File: src/rtl/spi_adc_responder.sv
// Converter-side model of the serial ADC: decodes the 8-bit command shifted in on
// MOSI and returns the selected channel's 12-bit sample on MISO (SPI mode 0).
module spi_adc_responder #(
    parameter int SYNC_STAGES = 2
) (
    input  logic        clk_i,
    input  logic        rst_i,
    input  logic        cs_i,
    input  logic        dclk_i,
    input  logic        mosi_i,
    input  logic [95:0] samples_i,
    output logic        miso_o,
    output logic [7:0]  cmd_o,
    output logic        cmd_valid_o,
    output logic [11:0] sample_o,
    output logic        eof_o,
    output logic        abort_o,
    output logic [2:0]  dbg_state_o
);

    typedef enum logic [2:0] {
        S_IDLE       = 3'd0,
        S_WAIT_START = 3'd1,
        S_CMD        = 3'd2,
        S_NULL       = 3'd3,
        S_DATA       = 3'd4,
        S_TAIL       = 3'd5
    } state_t;

    logic [SYNC_STAGES-1:0] cs_sync_q, cs_sync_d;
    logic [SYNC_STAGES-1:0] dclk_sync_q, dclk_sync_d;
    logic [SYNC_STAGES-1:0] mosi_sync_q, mosi_sync_d;
    logic                   cs_prev_q, cs_prev_d;
    logic                   dclk_prev_q, dclk_prev_d;
    state_t                 state_q, state_d;
    logic [2:0]             bit_cnt_q, bit_cnt_d;
    logic [6:0]             shift_q, shift_d;
    logic [3:0]             data_cnt_q, data_cnt_d;
    logic                   miso_q, miso_d;
    logic [7:0]             cmd_q, cmd_d;
    logic                   cmd_valid_q, cmd_valid_d;
    logic [11:0]            sample_q, sample_d;
    logic                   eof_q, eof_d;
    logic                   abort_q, abort_d;

    logic        cs_s, dclk_s, mosi_s;
    logic        cs_rise, cs_fall, dclk_rise, dclk_fall;
    logic [11:0] sel_sample;

    assign cs_s   = cs_sync_q[SYNC_STAGES-1];
    assign dclk_s = dclk_sync_q[SYNC_STAGES-1];
    assign mosi_s = mosi_sync_q[SYNC_STAGES-1];

    // Serial-clock edges only count while the chip is selected.
    assign cs_rise   = cs_s & ~cs_prev_q;
    assign cs_fall   = ~cs_s & cs_prev_q;
    assign dclk_rise = dclk_s & ~dclk_prev_q & ~cs_s;
    assign dclk_fall = ~dclk_s & dclk_prev_q & ~cs_s;

    // Channel select comes from cmd[6:4], i.e. bits [5:3] of the shift register
    // at the moment the 8th bit arrives.
    always_comb begin
        sel_sample = '0;
        for (int i = 0; i < 8; i++) begin
            if (shift_q[5:3] == i[2:0]) sel_sample = samples_i[i*12 +: 12];
        end
    end

    always_comb begin
        cs_sync_d   = {cs_sync_q[SYNC_STAGES-2:0], cs_i};
        dclk_sync_d = {dclk_sync_q[SYNC_STAGES-2:0], dclk_i};
        mosi_sync_d = {mosi_sync_q[SYNC_STAGES-2:0], mosi_i};
        cs_prev_d   = cs_s;
        dclk_prev_d = dclk_s;
        state_d     = state_q;
        bit_cnt_d   = bit_cnt_q;
        shift_d     = shift_q;
        data_cnt_d  = data_cnt_q;
        miso_d      = miso_q;
        cmd_d       = cmd_q;
        cmd_valid_d = 1'b0;
        sample_d    = sample_q;
        eof_d       = 1'b0;
        abort_d     = 1'b0;

        if (cs_rise) begin
            state_d = S_IDLE;
            miso_d  = 1'b0;
            eof_d   = (state_q == S_TAIL);
            abort_d = (state_q == S_CMD) || (state_q == S_NULL) || (state_q == S_DATA);
        end else begin
            case (state_q)
                S_IDLE: begin
                    miso_d = 1'b0;
                    if (cs_fall) state_d = S_WAIT_START;
                end
                S_WAIT_START: begin
                    if (dclk_rise && mosi_s) begin
                        bit_cnt_d = 3'd1;
                        shift_d   = 7'd1;
                        state_d   = S_CMD;
                    end
                end
                S_CMD: begin
                    if (dclk_rise) begin
                        shift_d   = {shift_q[5:0], mosi_s};
                        bit_cnt_d = bit_cnt_q + 3'd1;
                        if (bit_cnt_q == 3'd7) begin
                            cmd_d       = {shift_q, mosi_s};
                            cmd_valid_d = 1'b1;
                            sample_d    = sel_sample;
                            state_d     = S_NULL;
                        end
                    end
                end
                S_NULL: begin
                    if (dclk_fall) begin
                        miso_d     = 1'b0;
                        data_cnt_d = 4'd11;
                        state_d    = S_DATA;
                    end
                end
                S_DATA: begin
                    if (dclk_fall) begin
                        miso_d = sample_q[data_cnt_q];
                        if (data_cnt_q == 4'd0) state_d = S_TAIL;
                        else data_cnt_d = data_cnt_q - 4'd1;
                    end
                end
                S_TAIL: begin
                    if (dclk_fall) miso_d = 1'b0;
                end
                default: state_d = S_IDLE;
            endcase
        end
    end

    always_ff @(posedge clk_i or negedge rst_i) begin
        if (!rst_i) begin
            cs_sync_q   <= '1;
            dclk_sync_q <= '0;
            mosi_sync_q <= '0;
            cs_prev_q   <= 1'b1;
            dclk_prev_q <= 1'b0;
            state_q     <= S_IDLE;
            bit_cnt_q   <= '0;
            shift_q     <= '0;
            data_cnt_q  <= '0;
            miso_q      <= 1'b0;
            cmd_q       <= '0;
            cmd_valid_q <= 1'b0;
            sample_q    <= '0;
            eof_q       <= 1'b0;
            abort_q     <= 1'b0;
        end else begin
            cs_sync_q   <= cs_sync_d;
            dclk_sync_q <= dclk_sync_d;
            mosi_sync_q <= mosi_sync_d;
            cs_prev_q   <= cs_prev_d;
            dclk_prev_q <= dclk_prev_d;
            state_q     <= state_d;
            bit_cnt_q   <= bit_cnt_d;
            shift_q     <= shift_d;
            data_cnt_q  <= data_cnt_d;
            miso_q      <= miso_d;
            cmd_q       <= cmd_d;
            cmd_valid_q <= cmd_valid_d;
            sample_q    <= sample_d;
            eof_q       <= eof_d;
            abort_q     <= abort_d;
        end
    end

    assign miso_o      = miso_q;
    assign cmd_o       = cmd_q;
    assign cmd_valid_o = cmd_valid_q;
    assign sample_o    = sample_q;
    assign eof_o       = eof_q;
    assign abort_o     = abort_q;
    assign dbg_state_o = state_q;

endmodule

File: config.mk
export PLATFORM = sky130hd
export DESIGN_NAME = spi_adc_responder
export DESIGN_NICKNAME = d
export VERILOG_FILES = /design/src/rtl/spi_adc_responder.sv
export SDC_FILE = /design/constraint.sdc
export NUM_CORES = 1
export LEC_CHECK = 0
export ABC_AREA = 1
export BUFFER_PORTS_ARGS = -buffer_cell sky130_fd_sc_hd__clkbuf_2
export CAP_MARGIN = 25
export CORE_MARGIN = 10
export CORE_UTILIZATION = 52
export DETAILED_ROUTE_END_ITERATION = 8
export PLACE_DENSITY = 0.95
export SLEW_MARGIN = 20
export SYNTH_ARGS = -nofsm -noshare
export SYNTH_HDL_FRONTEND = slang
export SYNTH_SLANG_ARGS = --single-unit
File: constraint.sdc
create_clock -name clk_i -period 4.13 [get_ports clk_i]
set_input_delay 0 -clock clk_i [delete_from_list [all_inputs] [get_ports clk_i]]
set_output_delay 0 -clock clk_i [all_outputs]
set_load 0.02 [all_outputs]
Word level (Yosys, flattened, before mapping)
Cells that the tools add are included.
{ "totals": {"register_bits": 49, "input_bits": 101, "out_inout_bits": 27, "word_cells": 110} }
{ "op_classes": {"add_sub_neg": 2, "magnitude_cmp": 1, "n_eq_ne": 27, "n_mux": 39, "bitwise": 11, "reduce_logical": 15} }
{ "op_table": {"columns": ["cell", "count"], "rows": [
  ["12-bit two-way mux", 8],
  ["3-bit two-way mux", 10],
  ["3-bit == test (second input constant)", 7],
  ["3-bit one-hot mux with 6 select lines", 1],
  ["3-bit != test (second input constant)", 5],
  ["7-bit two-way mux", 2],
  ["7-bit one-hot mux with 2 select lines", 1],
  ["3-bit by 2-bit == test with 1-bit output (second input constant)", 4],
  ["4-bit two-way mux", 3],
  ["2-bit != test (second input constant)", 6],
  ["1-bit two-way mux", 10],
  ["4-bit one-hot mux with 2 select lines", 1],
  ["4-bit AND reduction", 2],
  ["8-bit AND reduction", 1],
  ["1-bit AND", 6],
  ["3-bit by 1-bit == test with 1-bit output (second input constant)", 2],
  ["3-bit logical NOT", 2],
  ["3-bit by 2-bit != test with 1-bit output (second input constant)", 2],
  ["3-bit one-hot mux with 2 select lines", 1],
  ["4-bit by 5-bit less-than comparator with 1-bit output (second input constant)", 1],
  ["1-bit inverter", 5],
  ["5-bit AND reduction", 1],
  ["1-bit binary-select mux with 4-bit select", 1],
  ["4-bit logical NOT", 1],
  ["other kinds (10)", 12]
]} }

Longest topological paths before layout
{ "logic_depth": {"word_depth": 9, "ltp_mapped": 9} }

Worst setup path after synthesis
Ideal clock, no wire load.
{ "synth_timing": {"path_kind": "flip-flop to flip-flop", "from": "register cs_sync_q[1]", "to": "register state_q[0] (netlist: dbg_state_o[0])", "setup_ns": 0.118, "arrival_time_ns": 1.538, "setup_slack_ns": 2.474, "path_stages_with_launch": 9, "path_buffers": 0, "cell_sequence": "dfstp_2 ha_1 clkinv_1 nand3b_1 o21ai_0 nor2_1 nand2_1 nand2_1 nand2_1"} }
{ "synth_via": {"elab_chain_cells": 5, "elab_cells_between_ends": 16, "classes_between": "eq/ne: 8; mux: 1; bitwise: 5; reduce/logical: 2"} }
{ "synth_lines": {"columns": ["element", "line", "text"], "rows": [
  ["from (decl)", "30", "logic [SYNC_STAGES-1:0] cs_sync_q, cs_sync_d;"],
  ["from (signal assigned)", "156", "cs_sync_q <= cs_sync_d;"],
  ["1-bit inverter", "56, 57, 58", null],
  ["1-bit AND", "57", "assign dclk_rise = dclk_s & ~dclk_prev_q & ~cs_s;"],
  ["1-bit logical AND", "98", "if (dclk_rise && mosi_s) begin"],
  ["3-bit != test (no source line)", null, null],
  ["8-bit AND reduction (no source line)", null, null],
  ["to (signal assigned)", "161", "state_q <= state_d;"],
  ["to (decl)", "35", "state_t state_q, state_d;"]
]} }
Several ways; a longest one is shown, not always the timed one.
A chain may end at the register's enable or synchronous reset.

Worst setup path in the final report
{ "layout_timing": {"from": "register shift_q[3]", "to": "register sample_q[7] (netlist: sample_o[7])"} }
{ "layout_via": {"elab_chain_cells": 9, "elab_cells_between_ends": 16, "classes_between": "eq/ne: 7; mux: 8; reduce/logical: 1"} }
{ "layout_lines": {"columns": ["element", "line", "text"], "rows": [
  ["from (decl)", "37", "logic [6:0] shift_q, shift_d;"],
  ["from (signal assigned)", "163", "shift_q <= shift_d;"],
  ["3-bit logical NOT", "65", "if (shift_q[5:3] == i[2:0]) sel_sample = samples_i[i*12 +: 12];"],
  ["12-bit two-way mux (7 in a row)", "65", null],
  ["12-bit two-way mux (*)", "65", null],
  ["to (signal assigned)", "168", "sample_q <= sample_d;"],
  ["to (decl)", "42", "logic [11:0] sample_q, sample_d;"]
]} }
Mark *: on every way between the ends. The rest lies on a longest branch, timed or not.

==> flow_summary_export.csv <==
group,metric,value,unit
run_status,status,"finished, violations left",
run_status,violations,"negative hold slack",
sta,worst_slack,1.99,ns
finish,final_core_util,69.3,%
placed_design,place_inst,607,
power_and_ir_drop,combPwrFrac,34.3,%
synth,ys_warn_count,0,
worst_setup_path,crit_fanout,18,
sta,fmax,467,MHz
detailed_routing,drtPass1Iterations,6,
global_routing,grt-ovfl-total,0,
clock_network,cts_buffer_depth,2,
placed_design,gp_congestion,0.922,
worst_setup_path,cp-startpoint,"shift_q[3]",
clock_network,cts_made_buffers,5,
clock_network,htreeDepth,2,
sta,hold_viol,1,
detailed_routing,vias_per_cell,5.46,
finish,layout_commonest_cell,"clkbuf_2",
finish,layout_common_cells,"clkbuf_2 (127), nand2_1 (112), dfrtp_1 (46), inv_1 (41), nand3_1 (40)",
global_routing,track_usage,21.6,%
clock_network,cts.clk_slew.worst_paths,0.09,ns
global_routing,grt_pass1_vias,3403,
hold_path,holdCritPathClass,"in2reg",
worst_setup_path,critical_path_class,"reg2reg",
worst_setup_path,start_kind,"register",
sta,worstMarginPinSlew,0.692,ns
placed_design,post_dp_cell_area,0.00366,mm^2
placed_design,port_buffers,127,
power_and_ir_drop,pwr_density_cell,350,mW/mm^2
clock_network,cts-resized-gates,0,
synth,syn_nets,529,
worst_setup_path,cp.required,4.37,ns
finish,drive_above_1_share,28.5,%
detailed_routing,wl,9930,um
synth,syn_area_per_cell,7.07,um^2
detailed_routing,drtIter0Drc,180,
floorplan,io_pins,128,
synth,ys_seq_elements,49,
detailed_routing,wl_per_cell,15.9,um
global_routing,grt_start_max_net_pins,50,
worst_setup_path,slowest_delay,0.72,ns
clock_network,postCtsSetupBuffers,0,
finish,area_delta_synth_final,28.1,%
sta,rsz0062_at_grt,"no",
sta,post-route-min-period,2.14,ns
synth,syn_area,0.00300,mm^2
sta,tns,0,ns
worst_setup_path,critPathArrivalTime,2.39,ns
worst_setup_path,r2r_slack,1.99,ns
worst_setup_path,end_kind,"register",
worst_setup_path,r2r_cells,7,
synth,synthCells,424,
sta,hold-worst-slack,-0.00295,ns
worst_setup_path,critical_path.cell_chain,"inv_2 -> nor3_1 -> buf_2 -> nand2_1 -> nand4_1 -> nand2_1 -> nand2_1",
sta,period_share,51.9,%
finish,final_area,0.00384,mm^2
global_routing,grt_pass1_wl,15900,um
hold_path,hold_path.startpoint,"samples_i[87]",
sta,slew_headroom,53.7,%
placed_design,dp_hpwl,7970,um
power_and_ir_drop,p_int,0.836,mW
power_and_ir_drop,power.switching,0.509,mW
detailed_routing,vias,3407,
power_and_ir_drop,p_leak,2.06,nW
floorplan,fp.dieW,95.9,um
clock_network,cts-root-buf,"clkbuf_8",
sta,setup-violations-final,0,
floorplan,placementRows,27,
job,maxCapViolCount,0,
finish,final_nets,655,
synth,ys_types,28,
power_and_ir_drop,power,1.34,mW
worst_setup_path,path_common_cell,"nand2_1",
floorplan,start_util,54.1,%
worst_setup_path,crit_path_end,"sample_o[7]",
placed_design,dp_slack,2.06,ns
detailed_routing,antenna_left,0,
worst_setup_path,rr_startpoint,"shift_q[3]",
floorplan,fp.dieArea,0.00920,mm^2
floorplan,chipHeight,95.9,um
worst_setup_path,cp_slowest_cell,"dfrtp_1",
power_and_ir_drop,vdd_drop_max,0.296,mV
clock_network,cts_sinks,49,
power_and_ir_drop,p_clk_share,22.0,%
power_and_ir_drop,pwr-share-seq,43.8,%
clock_network,clkLatencyLatePin,0.31,ns
worst_setup_path,timing.rr.end,"sample_o[7]",
global_routing,grt_antenna_before_repair,0,
clock_network,cts_tree,"done",
sta,drv_slew,0,
sta,worst_clock_skew,0.00979,ns
synth,ys_seq_area_share,41.0,%
power_and_ir_drop,p_sw_share,37.9,%
detailed_routing,drcViolationCount,0,
floorplan,fp.coreArea,0.00554,mm^2
finish,stdcell_count,624,
==> per-layer routing <==
| layer | track usage [%] | wire [um] |
|---|---|---|
| met1 | 25.0 | 3750 |
| met2 | 35.6 | 4820 |
| met3 | 7.32 | 1060 |
| met4 | 9.46 | 304 |
| met5 | 0 | 0 |
==> power groups by stage <==
stage | Combinational (mW) | Sequential (mW) | Clock [mW]
floorplan | 0.289 | 0.601 | 0
global placement | 0.431 | 0.593 | 0
detailed placement | 0.449 | 0.596 | 0
CTS | 0.460 | 0.587 | 0.299
global route | 0.518 | 0.597 | 0.324
finish | 0.461 | 0.589 | 0.295
==> state kept, by name, summed over array words and instances (netlist names) <==
name         count
eof_o            1
abort_o          1
bit_cnt_q        3
data_cnt_q       4
cmd_valid_o      1
mosi_sync_q      2
sample_o        12
shift_q          7
miso_o           1
cs_sync_q        2
cs_prev_q        1
cmd_o            8
dclk_prev_q      1
dclk_sync_q      2
dbg_state_o      3
==> kinds of logic after synthesis <==
logic type	Yosys count	share of synthesized area (%)
AOI/OAI and AO/OA	60	10.4
buffers and inverters	68	9.19
adders and majority gates	4	1.67
xor gates and xnor gates	2	0.585
DFF	49	41.0
and+or+nand+nor	241	37.1
==> synth_stat cells (all sizes together) <==
master / instances / area share, %
nand2: 113 / 14
dfstp: 3 / 2.6
nand3: 42 / 7.3
ha: 4 / 1.7
buf: 13 / 2.3
xor2: 2 / 0.58
a32oi: 1 / 0.29
o21ai: 28 / 4.7
a21oi: 29 / 5.0
nor3: 6 / 1.2
inv: 45 / 5.6
clkbuf: 8 / 1.0
nor2: 38 / 5.4
nand4: 39 / 8.1
clkinv: 2 / 0.25
o211ai: 2 / 0.50
nand3b: 3 / 0.75
dfrtp: 46 / 38
==> layout make-up <==
| type | count | area [um^2] |
|---|---|---|
| fill | 483 | 1700 |
| multi-input combinational | 307 | 1500 |
| sequential | 49 | 1230 |
| timing repair buffer | 140 | 748 |
| inverter | 47 | 176 |
| tap | 72 | 90.1 |
| clock buffer | 6 | 82.6 |
| clock inverter | 2 | 13.8 |
| antenna | 1 | 2.50 |
==> timing repair <==
item / 4_1_cts / 5_1_grt
endpoints found under the hold margin: 53 / 0
setup endpoints to repair: 0 / 0
hold buffers: 8 / 0
==> how the worst min path moves through the flow <==
stage	to	cells past startpoint	slack, ns
after floorplan	abort_o	0	-0.30
after global placement	cs_sync_q[0]	1	0.09
after detailed placement	cs_sync_q[0]	1	0.10
after CTS	sample_o[3]	5	0.001
after global routing	sample_o[3]	5	0.01
final	sample_o[3]	5	-0.003
==> worst max-delay path: cells and delay by family (launching register included) <==
| family | cells | cell delay, ns |
|---|---|---|
| DFF | 1 | 0.72 |
| and+or+nand+nor | 5 | 0.79 |
| buffers and inverters | 2 | 0.55 |
Power figures use the tool's default switching activity.
